===== src/rtl/mult4_pkg.sv =====
// Shared types for the sequential shift-and-add multiplier.
// Holds the controller state encoding and the adder width.
package mult4_pkg;

    localparam int MULT_W = 4;

    typedef enum logic [1:0] {
        IDLE = 2'b00,
        RUN  = 2'b01,
        DONE = 2'b10
    } state_e;

endpackage


===== src/rtl/four_bit_FA.sv =====
// Four-bit ripple-carry adder shared by the multiplier datapath.
// Produces a 4-bit sum plus carry-out.
module four_bit_FA
    import mult4_pkg::*;
(
    input  logic [MULT_W-1:0] a_i,
    input  logic [MULT_W-1:0] b_i,
    input  logic              cin_i,
    output logic [MULT_W-1:0] sum_o,
    output logic              cout_o
);

    logic [MULT_W:0] c;

    assign c[0] = cin_i;

    for (genvar i = 0; i < MULT_W; i++) begin : g_fa
        logic p;
        assign p        = a_i[i] ^ b_i[i];
        assign sum_o[i] = p ^ c[i];
        assign c[i+1]   = (a_i[i] & b_i[i]) | (c[i] & p);
    end

    assign cout_o = c[MULT_W];

endmodule


===== src/rtl/mult4_seq_ctrl.sv =====
// Shift-and-add unsigned multiplier controller with valid/ready on both sides.
// Optional MULT4_ZERO_SKIP_EN: zero operands bypass the RUN iterations.
module mult4_seq_ctrl
    import mult4_pkg::*;
#(
    parameter int WIDTH = MULT_W,
    parameter int CNT_W = $clog2(WIDTH + 1)
) (
    input  logic               clk,
    input  logic               rst_n,
    input  logic               in_valid,
    output logic               in_ready,
    input  logic [WIDTH-1:0]   a,
    input  logic [WIDTH-1:0]   b,
    output logic               out_valid,
    input  logic               out_ready,
    output logic [2*WIDTH-1:0] product,
    output logic               busy
);

    state_e             state_q, state_d;
    logic [WIDTH-1:0]   acc_q, acc_d;
    logic [WIDTH-1:0]   mq_q, mq_d;
    logic [WIDTH-1:0]   ar_q, ar_d;
    logic [CNT_W-1:0]   cnt_q, cnt_d;

    logic [WIDTH-1:0]   add_b;
    logic [WIDTH-1:0]   add_s;
    logic               add_co;
    logic [WIDTH:0]     sum;

    // Only the multiplicand or zero is ever added, selected by the multiplier LSB.
    assign add_b = mq_q[0] ? ar_q : '0;

    four_bit_FA u_add (
        .a_i    (acc_q),
        .b_i    (add_b),
        .cin_i  (1'b0),
        .sum_o  (add_s),
        .cout_o (add_co)
    );

    assign sum = {add_co, add_s};

    always_ff @(posedge clk or negedge rst_n) begin
        if (!rst_n) begin
            state_q <= IDLE;
            acc_q   <= '0;
            mq_q    <= '0;
            ar_q    <= '0;
            cnt_q   <= '0;
        end else begin
            state_q <= state_d;
            acc_q   <= acc_d;
            mq_q    <= mq_d;
            ar_q    <= ar_d;
            cnt_q   <= cnt_d;
        end
    end

    always_comb begin
        state_d   = state_q;
        acc_d     = acc_q;
        mq_d      = mq_q;
        ar_d      = ar_q;
        cnt_d     = cnt_q;
        in_ready  = 1'b0;
        busy      = 1'b0;
        out_valid = 1'b0;
        product   = '0;

        unique case (state_q)
            IDLE: begin
                in_ready = 1'b1;
                if (in_valid) begin
                    ar_d    = a;
                    mq_d    = b;
                    acc_d   = '0;
                    cnt_d   = '0;
                    state_d = RUN;
`ifdef MULT4_ZERO_SKIP_EN
                    if ((a == '0) || (b == '0)) begin
                        mq_d    = '0;
                        state_d = DONE;
                    end
`endif
                end
            end
            RUN: begin
                busy = 1'b1;
                // Shift the sum right across acc:mq so the carry is kept.
                acc_d = sum[WIDTH:1];
                mq_d  = {sum[0], mq_q[WIDTH-1:1]};
                cnt_d = cnt_q + CNT_W'(1);
                if (cnt_q == CNT_W'(WIDTH - 1)) begin
                    state_d = DONE;
                end
            end
            DONE: begin
                out_valid = 1'b1;
                product   = {acc_q, mq_q};
                if (out_ready) begin
                    state_d = IDLE;
                end
            end
            default: begin
                state_d = IDLE;
            end
        endcase
    end

endmodule


===== config.mk =====
export PLATFORM = sky130hd
export DESIGN_NAME = mult4_seq_ctrl
export DESIGN_NICKNAME = d
export VERILOG_FILES = /design/src/rtl/mult4_pkg.sv /design/src/rtl/four_bit_FA.sv /design/src/rtl/mult4_seq_ctrl.sv
export SDC_FILE = /design/constraint.sdc
export NUM_CORES = 1
export LEC_CHECK = 0
export CAP_MARGIN = 10
export CORE_MARGIN = 8
export CORE_UTILIZATION = 55
export CTS_BUF_LIST = sky130_fd_sc_hd__clkbuf_4 sky130_fd_sc_hd__clkbuf_8
export CTS_CLUSTER_DIAMETER = 50
export CTS_CLUSTER_SIZE = 28
export DETAILED_ROUTE_END_ITERATION = 8
export DONT_BUFFER_PORTS = 1
export HOLD_SLACK_MARGIN = 0.08
export PLACE_DENSITY = 0.7
export SYNTH_ARGS = -nofsm -noshare
export SYNTH_HDL_FRONTEND = slang
export SYNTH_SLANG_ARGS = --single-unit

===== constraint.sdc =====
create_clock -name clk -period 4.4 [get_ports clk]
set_input_delay 0.44 -clock clk [delete_from_list [all_inputs] [get_ports clk]]
set_output_delay 0.44 -clock clk [all_outputs]
set_load 0.02 [all_outputs]

==> Flow_metrics.wiki, run 1 <==
{| class="wikitable"
! Metric !! Value
|-
| Most common cell after layout, fill and taps aside || dfrtp_1
|-
| Cell area after layout || approximately 1000 sq um
|-
| Die extent in y || around 58 um
|-
| Worst-case vdd ir drop || between 0.0003 and 0.0004 V
|-
| Gate Count Post-Synth || slightly below 90
|-
| Sum of net half-perimeters after detailed placement || roughly 1400 um
|-
| Die footprint || between 0.003 and 0.004 sq mm
|-
| Number of global-route vias before repair || between 600 and 700
|-
| Row Count || 15
|-
| Kind of end point of the critical path || primary output
|-
| Most frequent cells in the layout || dfrtp_1, nand2_1, inv_1, o22ai_1
|-
| 1st-iter DRT viols || 20
|-
| Maximum number of pins on one net before global-route repair || 18
|-
| # setup viols final || 0
|-
| Max Root-Sink Buffers || 2
|-
| Crit path kind || flop to primary output
|-
| Clock-pin slew on the worst setup and hold paths || roughly 0.09 ns
|-
| Area growth from synthesis to final layout || 3.70%
|-
| Number of synthesized register bits || 17
|-
| Number of buffers inserted during clock tree synthesis || 3
|-
| Placed instance area || ~940 sq um
|-
| Initial antenna violation count || 0
|-
| Internal Power || 0.427 mW
|-
| Outcome || finished clean
|-
| Post-placement worst setup slack || between 2 and 2.5 ns
|-
| Starting density of the core || 0.567
|-
| Reg power frac || 0.411
|-
| Final number of hold-violating endpoints || 0
|-
| Portion of the clock cycle consumed by the worst path in the final layout || 0.472
|-
| Final critical-path required period || 2.08 ns
|-
| Max-cap violations || 0
|-
| Setup Skew || between 0.002 and 0.003 ns
|-
| Setup slack after layout || 2.32 ns
|-
| Leak pwr || 0.459 nW
|-
| Count of instances resized after the clock tree is built || 0
|-
| DIE WIDTH || 57.5 um
|-
| Maximum clock rate || between 400 and 500 MHz
|-
| Relative slew margins || 0.497
|-
| Post-Route Setup TNS || 0 ns
|-
| Ratio of cells with drive above 1 in the final layout || 0.180
|-
| Net count, final || 108
|-
| Arrival time reported for the critical path endpoint || ~1.6 ns
|-
| Drt pass-1 iters || 4
|-
| Power spent charging and discharging nets || about 0.32 mW
|-
| Switching share of power || 0.431
|-
| H-tree levels || 1
|-
| Root buf cell || clkbuf_4
|-
| Overall routing resource usage || 0.121
|-
| Count of flip-flops with a built-in enable after synthesis || 0
|-
| Clock Sinks || 17
|-
| Number of buffers added on ports || 0
|-
| Register-to-register setup slack || between 2 and 2.5 ns
|-
| Drc violations || 0
|-
| Clock group share of total power || 0.122
|-
| Termination of the worst setup path || busy
|-
| Top-level I/O count || 23
|-
| Number of nets still failing antenna checks after routing || 0
|-
| Max-slew violation total from the final report || 0
|-
| Combinational cell fraction of total power || 0.467
|-
| Total wire length || approximately 1800 um
|-
| CTS tree || done
|-
| Core Region || ~0.0017 sq mm
|-
| Worst setup path start || state_q[0]$_DFFE_PN0P_
|-
| Count of different cell masters after synthesis || 25
|-
| Diode count || 0
|-
| Sequential fraction of the synthesis area || 0.449
|-
| Hold Path Depth || 1
|-
| Count of cells along the worst register-to-register path || 9
|-
| Global route total overflow || 0
|-
| Netlist area before placement || roughly 950 sq um
|-
| Power Dens Cells || between 700 and 800 mW/mm^2
|-
| Total number of yosys warnings || 0
|-
| Gp weighted congestion || around 0.81
|-
| Routed length per instance || ~17 um
|-
| Later-pin clock latency in the skew report || around 0.30 ns
|-
| Unrepaired setup endpoints after global routing || false
|-
| Dominant register cell in the synthesized netlist || dfrtp_1
|-
| Maximum net fanout on the critical path || 11
|-
| Worst min path class || input port to flop
|-
| Type of origin of the critical path || flop
|-
| Syn Nets || about 110
|-
| Number of hold-repair buffers added at the cts stage || 1
|-
| Count of buffers added by post-CTS timing repair for setup || 0
|-
| FF-to-FF End || acc_q[2]$_DFFE_PN0P_
|-
| Transition time at the pin with the least slew margin || ~0.75 ns
|-
| Average via count per standard cell || roughly 6
|-
| Required time of the worst setup path || about 4 ns
|-
| Synth async-reset ratio || 1.00
|-
| Vias post-DR || 642
|-
| Global-route wire length before repair || 3130 um
|-
| Mean area per synthesized cell || around 11 sq um
|-
| Reg2Reg Launch Point || mq_q[0]$_DFFE_PN0P_
|}
## final cells by class
class / instances / area (sq um)
fill: 146 / 688
tap: 17 / 21.3
timing repair buffer: 1 / 10.0
sequential: 17 / 425
multi-input combinational: 57 / 458
inverter: 10 / 37.5
clock buffer: 4 / 30.0
## worst max-delay path: stages, from the launching register on
cell	delay, ns
dfrtp_1	0.71
nand2b_1	0.38
inv_2	0.26
## state kept, by name (all words and copies together), names as in the netlist
name and count:
ar_q 4, state_q 2, cnt_q 3, acc_q 4, mq_q 4
## power groups by stage
| stage | Clock, mW | Sequential, mW | Combinational [mW] |
|---|---|---|---|
| 6_report | 0.0917 | 0.309 | 0.350 |
| 2_1_floorplan | 0 | 0.271 | 0.336 |
| 3_3_place_gp | 0 | 0.310 | 0.340 |
| 3_5_place_dp | 0 | 0.311 | 0.351 |
| 4_1_cts | 0.0944 | 0.308 | 0.357 |
| 5_1_grt | 0.0984 | 0.321 | 0.398 |
## how the worst min path moves through the flow
| stage | startpoint | to | slack [ns] |
|---|---|---|---|
| 4_1_cts | out_ready | state_q[1]$_DFFE_PN0P_ | 0.22 |
| 3_5_place_dp | rst_n | state_q[0]$_DFFE_PN0P_ | 0.15 |
| 6_report | out_ready | state_q[1]$_DFFE_PN0P_ | 0.22 |
| 2_1_floorplan | rst_n | acc_q[0]$_DFFE_PN0P_ | 0.14 |
| 5_1_grt | out_ready | state_q[1]$_DFFE_PN0P_ | 0.21 |
| 3_3_place_gp | rst_n | state_q[0]$_DFFE_PN0P_ | 0.14 |
## Yosys cell counts (3+ instances only)
cell / count / share of area
a21oi_1: 4 / 0.021
and3_1: 5 / 0.033
dfrtp_1: 17 / 0.45
fa_1: 3 / 0.063
ha_1: 3 / 0.040
inv_1: 7 / 0.028
inv_2: 3 / 0.012
mux2_4: 4 / 0.063
nand2_1: 8 / 0.032
nor2_1: 4 / 0.016
nor3_1: 3 / 0.016
o21ai_1: 5 / 0.026
o22ai_1: 6 / 0.040
## logic make-up (layout without fill, tap and decap cells)
family / after synthesis / in the layout / share of synthesized area
AOI/OAI and AO/OA: 20 / 20 / 0.149
muxes: 4 / 4 / 0.0634
adders and majority gates: 6 / 6 / 0.103
buffers and inverters: 13 / 15 / 0.0674
DFF: 17 / 17 / 0.449
and+or+nand+nor: 27 / 27 / 0.168
## metal layers
layer,vias to the layer above,share of wire,global-route usage
met5,-,0,0
li1,302,-,-
met3,2,0.089,0.0516
met4,0,0.015,0.0536
met1,314,0.45,0.158
met2,24,0.44,0.169
## per-stage QoR
stage	cells	total power [mW]	hold WS, ns	util
5_1_grt	106	0.818	0.211	0.588
2_1_floorplan	87	0.608	0.144	-
6_report	106	0.750	0.224	0.588
4_1_cts	106	0.759	0.218	0.588
3_3_place_gp	101	0.650	0.145	0.564
3_5_place_dp	101	0.662	0.145	0.564
No activity file was read; power rests on OpenSTA's default activity.
==> run 2: changes to the inputs <==
--- a/config.mk
+++ b/config.mk
@@ -14,7 +14,7 @@
 export DETAILED_ROUTE_END_ITERATION = 8
 export DONT_BUFFER_PORTS = 1
 export HOLD_SLACK_MARGIN = 0.08
-export PLACE_DENSITY = 0.7
+export PLACE_DENSITY = 0.73
 export SYNTH_ARGS = -nofsm -noshare
 export SYNTH_HDL_FRONTEND = slang
 export SYNTH_SLANG_ARGS = --single-unit
==> constraint.sdc (replaced) <==
create_clock -name clk -period 1.9 [get_ports clk]
set_input_delay 0.19 -clock clk [delete_from_list [all_inputs] [get_ports clk]]
set_output_delay 0.19 -clock clk [all_outputs]
set_load 0.02 [all_outputs]
==> run 2 against run 1 <==
Net effect:
- the run now ends with setup timing left
- via count grew 5.6%
- utilization grew 7.3 points
- sequential power grew 130%
- largest cell class unchanged
==> Flow_metrics.wiki, run 2 (same netlist as run 1, synthesis figures left out) <==
{| class="wikitable"
! Metric !! Value
|-
| Outcome || complete, but fails checks (was finished clean)
|-
| Violated checks || setup timing
|-
| Vias post-DR || 678 (was 642)
|-
| Drc violations || 0 (unchanged)
|-
| Power Dens Cells || 1670 mW/mm^2 (was 764 mW/mm^2)
|-
| Maximum clock rate || approximately 510 MHz
|-
| DIE WIDTH || 57.5 um (unchanged)
|-
| GR Layer Usage met1 || 0.152 (was 0.158)
|-
| Clock Sinks || 17 (unchanged)
|-
| Drt pass-1 iters || 4 (unchanged)
|-
| Net count, final || 122 (was 108)
|-
| Most congested layer reported by global routing || met2 (unchanged)
|-
| Gp weighted congestion || 0.798 (was 0.808)
|-
| Row Count || 15 (unchanged)
|-
| Overall routing resource usage || 0.135 (was 0.121)
|-
| Final critical-path required period || about 2.0 ns
|-
| WHS || 0.101 ns (was 0.224 ns)
|-
| Core Region || 0.00167 sq mm (unchanged)
|-
| Number of buffers added on ports || 0 (unchanged)
|-
| Total buffers and inverters traversed by the critical path || 3 (was 1)
|-
| Setup slack after layout || -0.0736 ns (was 2.32 ns)
|-
| Number of nets still failing antenna checks after routing || 0 (unchanged)
|-
| Later-pin clock latency in the skew report || 0.30 ns (about the same)
|-
| Leak pwr || 0.523 nW (was 0.459 nW)
|-
| Global-route wire length before repair || 3460 um (was 3130 um)
|-
| CTS tree || done (unchanged)
|-
| Worst min path class || input port to flop (unchanged)
|-
| Number of global-route vias before repair || 728 (was 632)
|-
| Maximum number of pins on one net before global-route repair || 18 (unchanged)
|-
| Most frequent cells in the layout || dfrtp_1, nand2_1, buf_4, dlygate4sd3_1 (was dfrtp_1, nand2_1, inv_1, o22ai_1)
|-
| Portion of the clock cycle consumed by the worst path in the final layout || 1.04
|-
| Footprint of the multi-input gates || 460 sq um (was 458 sq um)
|-
| Max Root-Sink Buffers || 2 (unchanged)
|-
| # setup viols final || 2 (was 0)
|-
| Type of origin of the critical path || flop (unchanged)
|-
| Top-level I/O count || 23 (unchanged)
|-
| Standard cell with the maximum stage delay on the critical path || fa_1 (was dfrtp_1)
|-
| Diode count || 0 (unchanged)
|-
| Maximum net fanout on the critical path || 2 (was 11)
|-
| Clock-pin slew on the worst setup and hold paths || 0.10 ns (was 0.09 ns)
|-
| Final number of hold-violating endpoints || 0 (unchanged)
|-
| Ratio of cells with drive above 1 in the final layout || 0.252 (was 0.180)
|-
| Max-cap violations || 0 (unchanged)
|-
| Worst-case vdd ir drop || 0.000921 V (was 0.000377 V)
|-
| Met2 Use GR || 0.225 (was 0.169)
|-
| Overall power of the completed layout || 1.85 mW (was 0.750 mW)
|-
| Largest registers || acc_q (4), ar_q (4), mq_q (4) (unchanged)
|-
| Arrival time reported for the critical path endpoint || 2.17 ns (was 1.64 ns)
|-
| Count of fill cells added during filler insertion || 134 (was 146)
|-
| H-tree levels || 1 (unchanged)
|-
| Routed length per instance || 16.3 um (was 17.4 um)
|-
| Die extent in y || 57.5 um (unchanged)
|-
| Relative slew margins || 0.486 (was 0.497)
|-
| Most common cell after layout, fill and taps aside || dfrtp_1 (unchanged)
|-
| Grt met3 use || 0.0426 (was 0.0516)
|-
| Share of the core filled with cells in the final layout || 0.661 (was 0.588)
|-
| Total wire length || 1950 um (was 1850 um)
|-
| Average via count per standard cell || 5.65 (was 6.06)
|-
| Area growth from synthesis to final layout || 16.6% (was 3.70%)
|-
| Kind of end point of the critical path || flop (was primary output)
|-
| Number of buffers inserted during clock tree synthesis || 3 (unchanged)
|-
| Global route total overflow || 0 (unchanged)
|-
| Critical path cell sequence || and2_1 -> ha_1 -> inv_1 -> fa_1 -> inv_1 -> fa_2 -> inv_2 -> fa_1 -> o21ai_1 (was nand2b_1 -> inv_2)
|-
| Crit path kind || flop to flop (was flop to primary output)
|-
| Unrepaired setup endpoints after global routing || true (was false)
|-
| Required time of the worst setup path || 2.10 ns (was 3.96 ns)
|-
| Sum of net half-perimeters after detailed placement || 1430 um (was 1380 um)
|-
| Setup Skew || 0.00515 ns (was 0.00279 ns)
|-
| Transition time at the pin with the least slew margin || 0.768 ns (was 0.752 ns)
|-
| Max-slew violation total from the final report || 0 (unchanged)
|-
| Reg area || 425 sq um (unchanged)
|-
| Starting density of the core || 0.567 (unchanged)
|-
| Initial antenna violation count || 0 (unchanged)
|-
| Cell type group with the largest total delay on the critical path || adder cells (was flip-flops)
|-
| Longest individual stage delay on the worst path || 0.47 ns (was 0.71 ns)
|-
| Die footprint || 0.00331 sq mm (unchanged)
|-
| Root buf cell || clkbuf_4 (unchanged)
|-
| 1st-iter DRT viols || 16 (was 20)
|}
==> run 2: power by group <==
| part | total [mW] | leakage [nW] | switching [mW] | internal, mW |
|---|---|---|---|---|
| logic | 0.929 | 0.298 | 0.486 | 0.443 |
| clock network | 0.216 | 0.0184 | 0.120 | 0.0961 |
| registers | 0.701 | 0.206 | 0.165 | 0.536 |
==> run 2: per-stage QoR <==
step                setup WS (ns)  TNS [ns]  instance area, sq um  cells
floorplan                 -0.0175   -0.0175                   947     87
global placement          -0.0230   -0.0230                   995    108
detailed placement        -0.0827   -0.0827                   995    108
CTS                       -0.0647   -0.0647                  1100    119
global route               -0.142    -0.204                  1100    120
finish                    -0.0736   -0.0935                  1100    120
==> run 2: layout make-up <==
class / count / share of cell area
sequential: 17 / 0.385
tap: 17 / 0.0193
clock buffer: 4 / 0.0272
timing repair buffer: 15 / 0.118
inverter: 10 / 0.0340
multi-input combinational: 57 / 0.417
==> run 2: path summary, 6_finish.rpt <==
path,endpoint,cells past startpoint,slack (ns),from
max in group asynchronous,ar_q[1]$_DFFE_PN0P_,1,1.02,rst_n
worst max-delay path,acc_q[2]$_DFFE_PN0P_,9,-0.07,ar_q[0]$_DFFE_PN0P_
worst min-delay path,mq_q[0]$_DFFE_PN0P_,2,0.10,b[0]
worst max register to register,acc_q[2]$_DFFE_PN0P_,9,-0.07,ar_q[0]$_DFFE_PN0P_
min in group asynchronous,state_q[0]$_DFFE_PN0P_,1,0.40,rst_n
worst min register to register,cnt_q[0]$_DFFE_PN0P_,1,0.49,cnt_q[0]$_DFFE_PN0P_
==> run 2: repair_timing <==
action                                 in CTS  in global routing
setup endpoints to repair                   1                  2
setup buffers                               0                  1
endpoints found under the hold margin      23                  0
hold buffers                                7                  0
resized for setup                           2                  0
pin swaps                                   2                  1
==> run 2: worst reg2reg max path, cell delays in order, from the launching register on <==
cell and delay, ns:
dfrtp_1 0.36, and2_1 0.14, ha_1 0.14, inv_1 0.04, fa_1 0.35, inv_1 0.09
fa_2 0.21, inv_2 0.04, fa_1 0.47, o21ai_1 0.05
==> run 2: per-layer routing <==
| metal | up-vias | part of all wire |
|---|---|---|
| li1 | 330 | - |
| met2 | 17 | 0.47 |
| met4 | 0 | 0.021 |
| met3 | 4 | 0.057 |
| met1 | 327 | 0.45 |
| met5 | - | 0 |
==> run 3: changes to the inputs <==
--- a/config.mk
+++ b/config.mk
@@ -5,6 +5,7 @@
 export SDC_FILE = /design/constraint.sdc
 export NUM_CORES = 1
 export LEC_CHECK = 0
+export ABC_AREA = 1
 export CAP_MARGIN = 10
 export CORE_MARGIN = 8
 export CORE_UTILIZATION = 55
==> run 3 against run 2 <==
Net effect:
- the flow now finishes without violations
- global-route usage fell by 0.27 points
- setup slack improved by 0.078 ns
- wire length rose by 0.15%
- sequential share of layout area rose by 1.2 points
- cell area fell by 2.9%
- via count rose by 12%
- critical path type unchanged
==> Flow_metrics.wiki, run 3 <==
{| class="wikitable"
! Metric !! Value
|-
| Outcome || finished clean (was complete, but fails checks)
|-
| Ratio of cells with drive above 1 in the final layout || 0.131 (was 0.252)
|-
| Count of different cell masters after synthesis || 15 (was 25)
|-
| Die extent in y || 57 um (was 57.5 um)
|-
| Critical path cell sequence || nand2_1 -> inv_1 -> ha_2 -> inv_2 -> fa_2 -> inv_2 -> fa_2 -> inv_2 -> fa_1 -> o21ai_1 (was and2_1 -> ha_1 -> inv_1 -> fa_1 -> inv_1 -> fa_2 -> inv_2 -> fa_1 -> o21ai_1)
|-
| Final critical-path required period || 1.90 ns (was 1.97 ns)
|-
| Worst-case vdd ir drop || 0.000856 V (was 0.000921 V)
|-
| Crit path kind || flop to flop (unchanged)
|-
| Post-Route Setup TNS || 0 ns (was -0.0935 ns)
|-
| Net count, final || 149 (was 122)
|-
| Count of flip-flops with a built-in enable after synthesis || 0 (unchanged)
|-
| Number of synthesized register bits || 17 (unchanged)
|-
| Starting density of the core || 0.560 (was 0.567)
|-
| 1st-iter DRT viols || 24 (was 16)
|-
| H-tree levels || 1 (unchanged)
|-
| Share of the core filled with cells in the final layout || 0.649 (was 0.661)
|-
| Worst min path class || input port to flop (unchanged)
|-
| Kind of end point of the critical path || flop (unchanged)
|-
| Register-to-register setup slack || 0.005 ns (was -0.07 ns)
|-
| Maximum number of pins on one net before global-route repair || 18 (unchanged)
|-
| Clock-pin slew on the worst setup and hold paths || 0.10 ns (about the same)
|-
| Core Region || 0.00165 sq mm (was 0.00167 sq mm)
|-
| Max-slew violation total from the final report || 0 (unchanged)
|-
| Synth async-reset ratio || 1.00 (unchanged)
|-
| Number of nets still failing antenna checks after routing || 0 (unchanged)
|-
| Diode count || 0 (unchanged)
|-
| Maximum net fanout on the critical path || 2 (unchanged)
|-
| Required time of the worst setup path || 2.08 ns (was 2.10 ns)
|-
| Area growth from synthesis to final layout || 16.0% (was 16.6%)
|-
| Drt pass-1 iters || 4 (unchanged)
|-
| Global route total overflow || 0 (unchanged)
|-
| Global-route wire length before repair || 3450 um (was 3460 um)
|-
| Commonest cells in the synthesized netlist || nand2_1, inv_1, dfrtp_1 (was dfrtp_1, nand2_1, inv_1)
|-
| Type of origin of the critical path || flop (unchanged)
|-
| Maximum clock rate || 528 MHz (was 507 MHz)
|-
| Drc violations || 0 (unchanged)
|-
| # setup viols final || 0 (was 2)
|-
| Vias post-DR || 761 (was 678)
|-
| Most common cell after layout, fill and taps aside || nand2_1 (was dfrtp_1)
|-
| Number of buffers added on ports || 0 (unchanged)
|-
| Portion of the clock cycle consumed by the worst path in the final layout || 0.998 (was 1.04)
|-
| WHS || 0.0955 ns (was 0.101 ns)
|-
| CTS tree || done (unchanged)
|-
| Gate Count Post-Synth || 117 (was 87)
|-
| Share of the synthesized area in the top cell type || 0.460 (was 0.449)
|-
| Post-synthesis cell type with the largest combined area || dfrtp_1 (unchanged)
|-
| Top cells by area in the synthesized netlist || dfrtp_1, nand2_1, inv_1 (was dfrtp_1, fa_1, mux2_4)
|-
| Netlist area before placement || 925 sq um (was 947 sq um)
|-
| Number of global-route vias before repair || 779 (was 728)
|-
| Most frequent cells in the layout || nand2_1, dfrtp_1, inv_1, dlygate4sd3_1, nand3_1 (was dfrtp_1, nand2_1, buf_4, dlygate4sd3_1)
|-
| Largest registers || acc_q (4), ar_q (4), mq_q (4) (unchanged)
|-
| Dominant register cell in the synthesized netlist || dfrtp_1 (unchanged)
|-
| Unrepaired setup endpoints after global routing || true (unchanged)
|-
| Sequential fraction of the synthesis area || 0.460 (was 0.449)
|-
| Final number of hold-violating endpoints || 0 (unchanged)
|-
| Power Dens Cells || 1440 mW/mm^2 (was 1670 mW/mm^2)
|-
| Overall routing resource usage || 0.132 (was 0.135)
|-
| Row Count || 15 (unchanged)
|-
| Arrival time reported for the critical path endpoint || 2.08 ns (was 2.17 ns)
|-
| Hold Path Origin || b[3] (was b[0])
|-
| Top-level I/O count || 23 (unchanged)
|-
| Longest individual stage delay on the worst path || 0.47 ns (about the same)
|-
| Total wire length || 1950 um (about the same)
|-
| Setup Skew || 0.00614 ns (was 0.00515 ns)
|-
| Routed length per instance || 13.3 um (was 16.3 um)
|-
| Sum of net half-perimeters after detailed placement || 1420 um (was 1430 um)
|-
| DIE WIDTH || 57 um (was 57.5 um)
|-
| Average via count per standard cell || 5.18 (was 5.65)
|-
| Relative slew margins || 0.477 (was 0.486)
|-
| Total number of yosys warnings || 0 (unchanged)
|-
| Reg2Reg Launch Point || mq_q[0]$_DFFE_PN0P_ (was ar_q[0]$_DFFE_PN0P_)
|-
| Transition time at the pin with the least slew margin || 0.782 ns (was 0.768 ns)
|-
| Most used standard cell by instance count after synthesis || nand2_1 (was dfrtp_1)
|-
| Die footprint || 0.00325 sq mm (was 0.00331 sq mm)
|-
| Standard cell with the maximum stage delay on the critical path || fa_1 (unchanged)
|-
| Later-pin clock latency in the skew report || 0.29 ns (was 0.30 ns)
|-
| Count of fill cells added during filler insertion || 147 (was 134)
|-
| Syn Nets || 135 (was 105)
|-
| Worst setup path start || mq_q[0]$_DFFE_PN0P_ (was ar_q[0]$_DFFE_PN0P_)
|-
| Max Root-Sink Buffers || 2 (unchanged)
|-
| Gp weighted congestion || 0.829 (was 0.798)
|-
| Placed instance area || 935 sq um (was 995 sq um)
|-
| Max-cap violations || 0 (unchanged)
|-
| Critical Path Most Common Cell || inv_2
|-
| Root buf cell || clkbuf_4 (unchanged)
|-
| Initial antenna violation count || 0 (unchanged)
|-
| Clock Sinks || 17 (unchanged)
|-
| Number of buffers inserted during clock tree synthesis || 3 (unchanged)
|-
| Overall power of the completed layout || 1.54 mW (was 1.85 mW)
|-
| Leak pwr || 0.550 nW (was 0.523 nW)
|-
| Mean area per synthesized cell || 7.90 sq um (was 10.9 sq um)
|-
| Cell area after layout || 0.00107 sq mm (was 0.00110 sq mm)
|}
## run 3: cell count changes after synthesis, sizes merged, moves of 2 or more
cell    before  now
nand2        8   47
inv         10   19
nand3        0    8
o22ai        6    0
and3         5    0
a21oi        4    0
mux2         4    0
nor2         5    9
nor3         3    0
o21ai        5    8
a22o         2    0
and2         2    0
nand2b       2    0
nor2b        2    0
## run 3: worst paths after layout
check                                        to  depth (start not counted)
min in group asynchronous   ar_q[2]$_DFFE_PN0P_                          1
hold / removal              mq_q[3]$_DFFE_PN0P_                          4
hold reg to reg             ar_q[1]$_DFFE_PN0P_                          2
max in group asynchronous  acc_q[0]$_DFFE_PN0P_                          1
setup reg to reg           acc_q[2]$_DFFE_PN0P_                         10
setup / recovery           acc_q[2]$_DFFE_PN0P_                         10
## run 3: cell families (layout without fill, tap and decap cells)
family,Yosys count,count (layout),share of synthesized area
adder cells (fa/ha/maj),6,6,0.106
flip-flops,17,17,0.460
AO/OA/AOI/OAI,8,8,0.0474
AND/OR/NAND/NOR,64,64,0.281
buffers and inverters,22,35,0.106
## run 3: cell type report
class / instances / area (sq um) / area share
Inverter: 19 / 71.3 / 0.0665
Clock buffer: 3 / 22.5 / 0.0210
Clock inverter: 1 / 5.00 / 0.00467
Sequential cell: 17 / 425 / 0.397
Tap cell: 17 / 21.3 / 0.0198
Timing Repair Buffer: 12 / 115 / 0.107
Multi-Input combinational cell: 78 / 412 / 0.384
## run 3: critical path, delay by kind of cell (launching register included)
kind | cells | cell delay, ns
buffers and inverters | 4 | 0.18
adder cells (fa/ha/maj) | 4 | 1.13
AND/OR/NAND/NOR | 1 | 0.05
flip-flops | 1 | 0.36
AO/OA/AOI/OAI | 1 | 0.06
## run 3: per-layer routing
layer  wire, um  vias up  track usage
li1           -      377            -
met1        830      358        0.150
met2        956       24        0.216
met3        155        2       0.0488
met4         11        0       0.0604
met5          0        -            0
## run 3: what timing repair did
item | in CTS | in global routing
endpoints found under the setup margin | 1 | 3
gates resized for setup | 1 | 6
hold buffers | 10 | 0
endpoints found under the hold margin | 22 | 0
pin swaps | 1 | 1
setup buffers | 0 | 0
## run 3: power breakdown
part           leakage (nW)  total (mW)  switching, mW  internal (mW)
sequential            0.217       0.646          0.132          0.515
clock                0.0177       0.194          0.116         0.0783
combinational         0.316       0.701          0.448          0.254
total                 0.550        1.54          0.695          0.847
## run 3: metrics by stage
stage | setup slack [ns] | std cells
floorplan | 0.00214 | 117
global placement | 0.0162 | 133
detailed placement | -0.0271 | 133
CTS | -0.00867 | 147
global route | -0.0840 | 147
finish | 0.00470 | 147
